`src/rtl/multicycle_control_fsm_if.sv`:
```
// Unified instruction/data memory handshake between the control FSM and memory.
// master: drives mem_req, mem_write, adr_src; samples mem_ready. slave: the reverse.
interface multicycle_control_fsm_if;
  logic mem_req;
  logic mem_write;
  logic adr_src;
  logic mem_ready;

  modport master (
    output mem_req,
    output mem_write,
    output adr_src,
    input  mem_ready
  );

  modport slave (
    input  mem_req,
    input  mem_write,
    input  adr_src,
    output mem_ready
  );
endinterface

```
`src/rtl/multicycle_control_fsm.sv`:
```
// Multicycle RV32I main control FSM: fetch/decode/execute/mem/writeback sequencing.
// Ports: clk, reset, opcode, funct3, alu_zero, mem (memory handshake), datapath controls, trap.
module multicycle_control_fsm (
  input  logic                            clk,
  input  logic                            reset,
  input  logic [6:0]                      opcode,
  input  logic [2:0]                      funct3,
  input  logic                            alu_zero,
  multicycle_control_fsm_if.master        mem,
  output logic                            ir_write,
  output logic                            pc_write,
  output logic                            reg_write,
  output logic [1:0]                      alu_src_a,
  output logic [1:0]                      alu_src_b,
  output logic [1:0]                      result_src,
  output logic [2:0]                      imm_src,
  output logic [1:0]                      alu_op,
  output logic                            is_imm,
  output logic                            trap
);

  typedef enum logic [3:0] {
    FETCH, DECODE, MEMADR, MEMREAD,
    MEMWB, MEMWRITE, EXECR, EXECI,
    ALUWB, BRANCH, JAL, JALR,
    JALR_LINK, LUI, AUIPC, TRAP
  } state_t;

  localparam logic [6:0] OP_LOAD  = 7'b0000011;
  localparam logic [6:0] OP_STORE = 7'b0100011;
  localparam logic [6:0] OP_R     = 7'b0110011;
  localparam logic [6:0] OP_I     = 7'b0010011;
  localparam logic [6:0] OP_BR    = 7'b1100011;
  localparam logic [6:0] OP_JAL   = 7'b1101111;
  localparam logic [6:0] OP_JALR  = 7'b1100111;
  localparam logic [6:0] OP_LUI   = 7'b0110111;
  localparam logic [6:0] OP_AUIPC = 7'b0010111;

  localparam logic [2:0] IMM_I = 3'b000;
  localparam logic [2:0] IMM_S = 3'b001;
  localparam logic [2:0] IMM_B = 3'b010;
  localparam logic [2:0] IMM_J = 3'b011;
  localparam logic [2:0] IMM_U = 3'b100;

  state_t state, state_n;

  always_ff @(posedge clk) begin
    if (reset) state <= FETCH;
    else       state <= state_n;
  end

  always_comb begin
    state_n       = state;
    mem.mem_req   = 1'b0;
    mem.mem_write = 1'b0;
    mem.adr_src   = 1'b0;
    ir_write      = 1'b0;
    pc_write      = 1'b0;
    reg_write     = 1'b0;
    alu_src_a     = 2'b00;
    alu_src_b     = 2'b00;
    result_src    = 2'b00;
    imm_src       = IMM_I;
    alu_op        = 2'b00;
    is_imm        = 1'b0;
    trap          = 1'b0;
    // Reset forces every output low; the register reloads FETCH.
    if (!reset) begin
      unique case (state)
        FETCH: begin
          mem.mem_req = 1'b1;
          if (mem.mem_ready) begin
            ir_write   = 1'b1;
            pc_write   = 1'b1;
            alu_src_b  = 2'b10;
            result_src = 2'b10;
            state_n    = DECODE;
          end
        end
        DECODE: begin
          // Branch/jump target lands in the ALU-out register.
          alu_src_a = 2'b01;
          alu_src_b = 2'b01;
          imm_src   = (opcode == OP_JAL) ? IMM_J : IMM_B;
          case (opcode)
            OP_LOAD,
            OP_STORE: state_n = MEMADR;
            OP_R:     state_n = EXECR;
            OP_I:     state_n = EXECI;
            OP_BR:    state_n = BRANCH;
            OP_JAL:   state_n = JAL;
            OP_JALR:  state_n = JALR;
            OP_LUI:   state_n = LUI;
            OP_AUIPC: state_n = AUIPC;
            default:  state_n = TRAP;
          endcase
        end
        MEMADR: begin
          alu_src_a = 2'b10;
          alu_src_b = 2'b01;
          if (opcode == OP_STORE) begin
            imm_src = IMM_S;
            state_n = MEMWRITE;
          end else begin
            imm_src = IMM_I;
            state_n = MEMREAD;
          end
        end
        MEMREAD: begin
          mem.mem_req = 1'b1;
          mem.adr_src = 1'b1;
          if (mem.mem_ready) state_n = MEMWB;
        end
        MEMWB: begin
          result_src = 2'b01;
          reg_write  = 1'b1;
          state_n    = FETCH;
        end
        MEMWRITE: begin
          mem.mem_req   = 1'b1;
          mem.mem_write = 1'b1;
          mem.adr_src   = 1'b1;
          if (mem.mem_ready) state_n = FETCH;
        end
        EXECR: begin
          alu_src_a = 2'b10;
          alu_op    = 2'b10;
          state_n   = ALUWB;
        end
        EXECI: begin
          alu_src_a = 2'b10;
          alu_src_b = 2'b01;
          imm_src   = IMM_I;
          alu_op    = 2'b10;
          is_imm    = 1'b1;
          state_n   = ALUWB;
        end
        ALUWB: begin
          reg_write = 1'b1;
          state_n   = FETCH;
        end
        BRANCH: begin
          // BEQ tests for zero; every other compare yields nonzero when true.
          alu_src_a = 2'b10;
          alu_op    = 2'b01;
          pc_write  = (funct3 == 3'b000) ? alu_zero : !alu_zero;
          state_n   = FETCH;
        end
        JAL: begin
          alu_src_a = 2'b01;
          alu_src_b = 2'b10;
          pc_write  = 1'b1;
          state_n   = ALUWB;
        end
        JALR: begin
          alu_src_a  = 2'b10;
          alu_src_b  = 2'b01;
          imm_src    = IMM_I;
          result_src = 2'b10;
          pc_write   = 1'b1;
          state_n    = JALR_LINK;
        end
        JALR_LINK: begin
          // rs1 was consumed last cycle, so rd == rs1 is safe.
          alu_src_a  = 2'b01;
          alu_src_b  = 2'b10;
          result_src = 2'b10;
          reg_write  = 1'b1;
          state_n    = FETCH;
        end
        LUI: begin
          alu_src_a  = 2'b11;
          alu_src_b  = 2'b01;
          imm_src    = IMM_U;
          result_src = 2'b10;
          reg_write  = 1'b1;
          state_n    = FETCH;
        end
        AUIPC: begin
          alu_src_a = 2'b01;
          alu_src_b = 2'b01;
          imm_src   = IMM_U;
          state_n   = ALUWB;
        end
        TRAP: begin
          trap = 1'b1;
        end
      endcase
    end
  end

endmodule

```
`src/flat_wrapper.sv`:
```
// flat-port wrapper written by rule: the top's interface ports become plain ports
module multicycle_control_fsm_flat 
  (clk, reset, opcode, funct3, alu_zero, ir_write, pc_write, reg_write, alu_src_a, alu_src_b, result_src, imm_src, alu_op, is_imm, trap, mem_mem_req, mem_mem_write, mem_adr_src, mem_mem_ready);
  multicycle_control_fsm_if mem_i ();
  input  logic clk;
  input  logic reset;
  input  logic [6:0] opcode;
  input  logic [2:0] funct3;
  input  logic alu_zero;
  output logic ir_write;
  output logic pc_write;
  output logic reg_write;
  output logic [1:0] alu_src_a;
  output logic [1:0] alu_src_b;
  output logic [1:0] result_src;
  output logic [2:0] imm_src;
  output logic [1:0] alu_op;
  output logic is_imm;
  output logic trap;
  output wire logic [$bits(mem_i.mem_req)-1:0] mem_mem_req;
  output wire logic [$bits(mem_i.mem_write)-1:0] mem_mem_write;
  output wire logic [$bits(mem_i.adr_src)-1:0] mem_adr_src;
  input wire logic [$bits(mem_i.mem_ready)-1:0] mem_mem_ready;
  assign mem_mem_req = mem_i.mem_req;
  assign mem_mem_write = mem_i.mem_write;
  assign mem_adr_src = mem_i.adr_src;
  assign mem_i.mem_ready = mem_mem_ready;
  multicycle_control_fsm u_core (.clk(clk), .reset(reset), .opcode(opcode), .funct3(funct3), .alu_zero(alu_zero), .mem(mem_i), .ir_write(ir_write), .pc_write(pc_write), .reg_write(reg_write), .alu_src_a(alu_src_a), .alu_src_b(alu_src_b), .result_src(result_src), .imm_src(imm_src), .alu_op(alu_op), .is_imm(is_imm), .trap(trap));
endmodule
```
`config.mk`:
```
export PLATFORM = sky130hd
export DESIGN_NAME = multicycle_control_fsm_flat
export DESIGN_NICKNAME = d
export VERILOG_FILES = /design/src/rtl/multicycle_control_fsm_if.sv /design/src/rtl/multicycle_control_fsm.sv /design/src/flat_wrapper.sv
export SDC_FILE = /design/constraint.sdc
export NUM_CORES = 1
export LEC_CHECK = 0
export CORE_MARGIN = 8
export CORE_UTILIZATION = 46
export CTS_CLUSTER_DIAMETER = 120
export DETAILED_ROUTE_END_ITERATION = 8
export GPL_TIMING_DRIVEN = 0
export PLACE_DENSITY = 0.85
export SYNTH_ARGS = -nofsm -noshare
export SYNTH_HDL_FRONTEND = slang
export SYNTH_SLANG_ARGS = --single-unit
```
`constraint.sdc`:
```
create_clock -name clk -period 3.8 [get_ports clk]
set_clock_uncertainty 0.1 [all_clocks]
set_input_delay 0.95 -clock clk [delete_from_list [all_inputs] [get_ports clk]]
set_output_delay 0.95 -clock clk [all_outputs]
set_load 0.1 [all_outputs]
```
==> out/results.tsv <==
stage	metric	value	unit
clocking	cts.clk_slew.worst_paths	30	ps
finish	biggestRegsByFlops	u_core.state (4)	
clocking	cts_setup_buffers	0	
finish	final_cell_area	0.00124	mm²
setup_path	start_kind	input port	
clocking	cts_buffers	3	
synth	synth_flop_cell	dfxtp_1	
finish	top_register	u_core.state	
finish	seqCellArea	80.1	µm²
global_routing	overflow	0	
setup_path	cp.required	2750	ps
setup_path	path_buf_inv	2	
sta	maxSlewHeadroom	36.0	%
route	ant_nets	0	
route	vias	1016	
synth	syn_nets	125	
route	wl_per_cell	15.8	µm
sta	fmaxAchievable	0.267	GHz
sta	final.setup.worst_slack	56.2	ps
setup_path	end_kind	output pin	
placement	gp_congestion	0.868	
global_routing	grt_pass1_vias	992	
flow_run	maxCapViolCount	0	
finish	diodes	0	
synth	yosys_warnings	0	
finish	multi_input_area	704	µm²
route	drc_errors	0	
setup_path	crit_path_top_delay_cell	clkdlybuf4s18_2	
finish	drive_gt1_share	34.9	%
global_routing	grt_pass1_wl	4.29	mm
synth	ys_types	45	
setup_path	cp.arrival	2690	ps
floorplan	start_util	47.7	%
sta	drv_slew	0	
floorplan	rows	15	
synth	syn_area	806	µm²
hold_path	hp-class	reg -> reg	
clocking	insertion_delay	220	ps
setup_path	crit_family	buffers and inverters	
floorplan	die_h	57.9	µm
placement	io_buffers	32	
finish	area_growth	54.0	%
power_and_ir_drop	power_density	560	mW/mm²
setup_path	slowest_delay	550	ps
synth	synthArstFlopShare	0	%
clocking	clock-sinks	4	
placement	dpl_cell_area	0.00121	mm²
sta	fin_hold_ws	665	ps
route	via_per_inst	6.23	
setup_path	crit_fanout	6	
floorplan	coreArea	0.00169	mm²
synth	yosysSeqAreaShare	9.94	%
finish	final_nets	162	
sta	fin_setup_tns	0	ps
synth	synth-edff-count	0	
power_and_ir_drop	cellLeakagePower	0.000436	µW
synth	synth-seq-cells	4	
status	status	completed	
sta	rsz0062_at_grt	no	
clocking	cts_tree	built	
synth	post-synth-top-count-cell	nor2_1	
synth	synth_top_area_share	9.94	%
power_and_ir_drop	ir_worst_vdd	0.000348	V
synth	syn_inst	111	
clocking	clockBufferDepth	2	
clocking	ctsHtreeMaxLevel	1	
floorplan	fp.dieW	57.9	µm
setup_path	crit_path_cell_trace	clkdlybuf4s50_1 -> nor3_2 -> nand4_2 -> a21oi_2 -> clkdlybuf4s18_2	
synth	synth_area_leaders	dfxtp_1 (9.9%), nand2b_1 (5.4%), nor2_1 (5.1%)	
setup_path	path_class	in -> out	
sta	worst_pin_slew	964	ps
placement	hpwl	2.08	mm
placement	dpl_worst_slack	-655	ps
sta	hold_viol_final	0	
global_routing	grt_max_degree	11	
route	dr.pass1.iters	4	
sta	min_period	3740	ps
route	drt_iter0_drc	39	
synth	synth.avg_cell_area	7.26	µm²
floorplan	dieArea	0.00335	mm²
synth	synth.largest_area_cell	dfxtp_1	
clocking	clockRootBuffer	clkbuf_4	
global_routing	grtUsageTotal	15.0	%
sta	min_period_over_period	98.5	%
finish	fillers	154	
floorplan	ios	33	
sta	setup_viol	0	
route	wl	2.58	mm
clocking	hold_buffers	0	
global_routing	antenna_found_initial	0	
finish	largest_reg_flops	4	
finish	fin_util	73.5	%
synth	yosys-top-cells-count	nor2_1 (11), a21oi_1 (7), nand2b_1 (7), nor3_1 (7), nand2_1 (6)	
-- per-layer routing --
metal	GRT usage (%)	vias to the layer above	part of all wire, %
met5	0	-	0
met4	2.80	0	0
met3	3.31	0	8.6
met2	27.5	49	52
met1	17.3	479	39
li1	-	488	-
-- cell usage in the layout, fill, tap and decap left out, types with 2 or more instances in the layout --
cell type         n
clkdlybuf4s15_2  14
clkdlybuf4s50_1  13
nor2_1           11
nand2b_1          7
nand2_1           6
a21oi_1           6
buf_2             5
nand3_1           5
nor3_1            5
nor4_2            4
nor3_2            4
xnor2_1           4
o21ai_0           4
clkbuf_4          4
dfxtp_1           4
buf_4             3
inv_1             3
buf_6             2
nor3_4            2
o22a_1            2
a31oi_1           2
nor2b_1           2
nand3b_1          2
mux2_2            2
a22oi_1           2
dlygate4sd2_1     2
-- logic make-up after synthesis --
group	Yosys count	share of synthesized area, %
simple gates	59	45.3
compound gates	27	26.1
buf+inv	14	10.4
xor+xnor	5	5.43
flops	4	9.94
mux	2	2.79
-- worst min-delay path: cells and delay by family (launching register included) --
kind            cells  cell delay, ps
simple gates        2             280
flops               1             320
compound gates      2             110
-- stage by stage --
step	power (µW)	cells
final	695	163
after global routing	730	163
after CTS	693	163
after detailed placement	655	160
after global placement	643	160
after floorplan	533	111
-- path summary, 6_finish.rpt --
path / start / end / slack (ps) / cells past startpoint
worst max-delay path: opcode[6] / imm_src[0] / 60 / 5
worst min-delay path: u_core.state[2] / u_core.state[1] / 660 / 4
worst max register to register: u_core.state[2] / u_core.state[2] / 2320 / 5
worst min register to register: u_core.state[2] / u_core.state[1] / 660 / 4
-- power breakdown --
group | internal (µW) | switching [µW] | leakage (µW)
Combinational | 174 | 413 | 0.000390
Sequential | 53.1 | 5.38 | 0.0000328
Clock | 35.0 | 13.4 | 0.0000138
-- repair_timing --
| item | in CTS | in global routing |
|---|---|---|
| endpoints found under the hold margin | 0 | 0 |
| gates resized for setup | 65 | 3 |
| endpoints found under the setup margin | 19 | 4 |
-- layout make-up --
class,instances,area share (%)
clock buffers,3,1.81
repair buffers,32,26.4
inverters,3,0.907
multi-input cells,93,56.8
flip-flops and latches,4,6.45
well taps,17,1.71
plain buffers,11,5.95
Power figures use the tool's default switching activity.
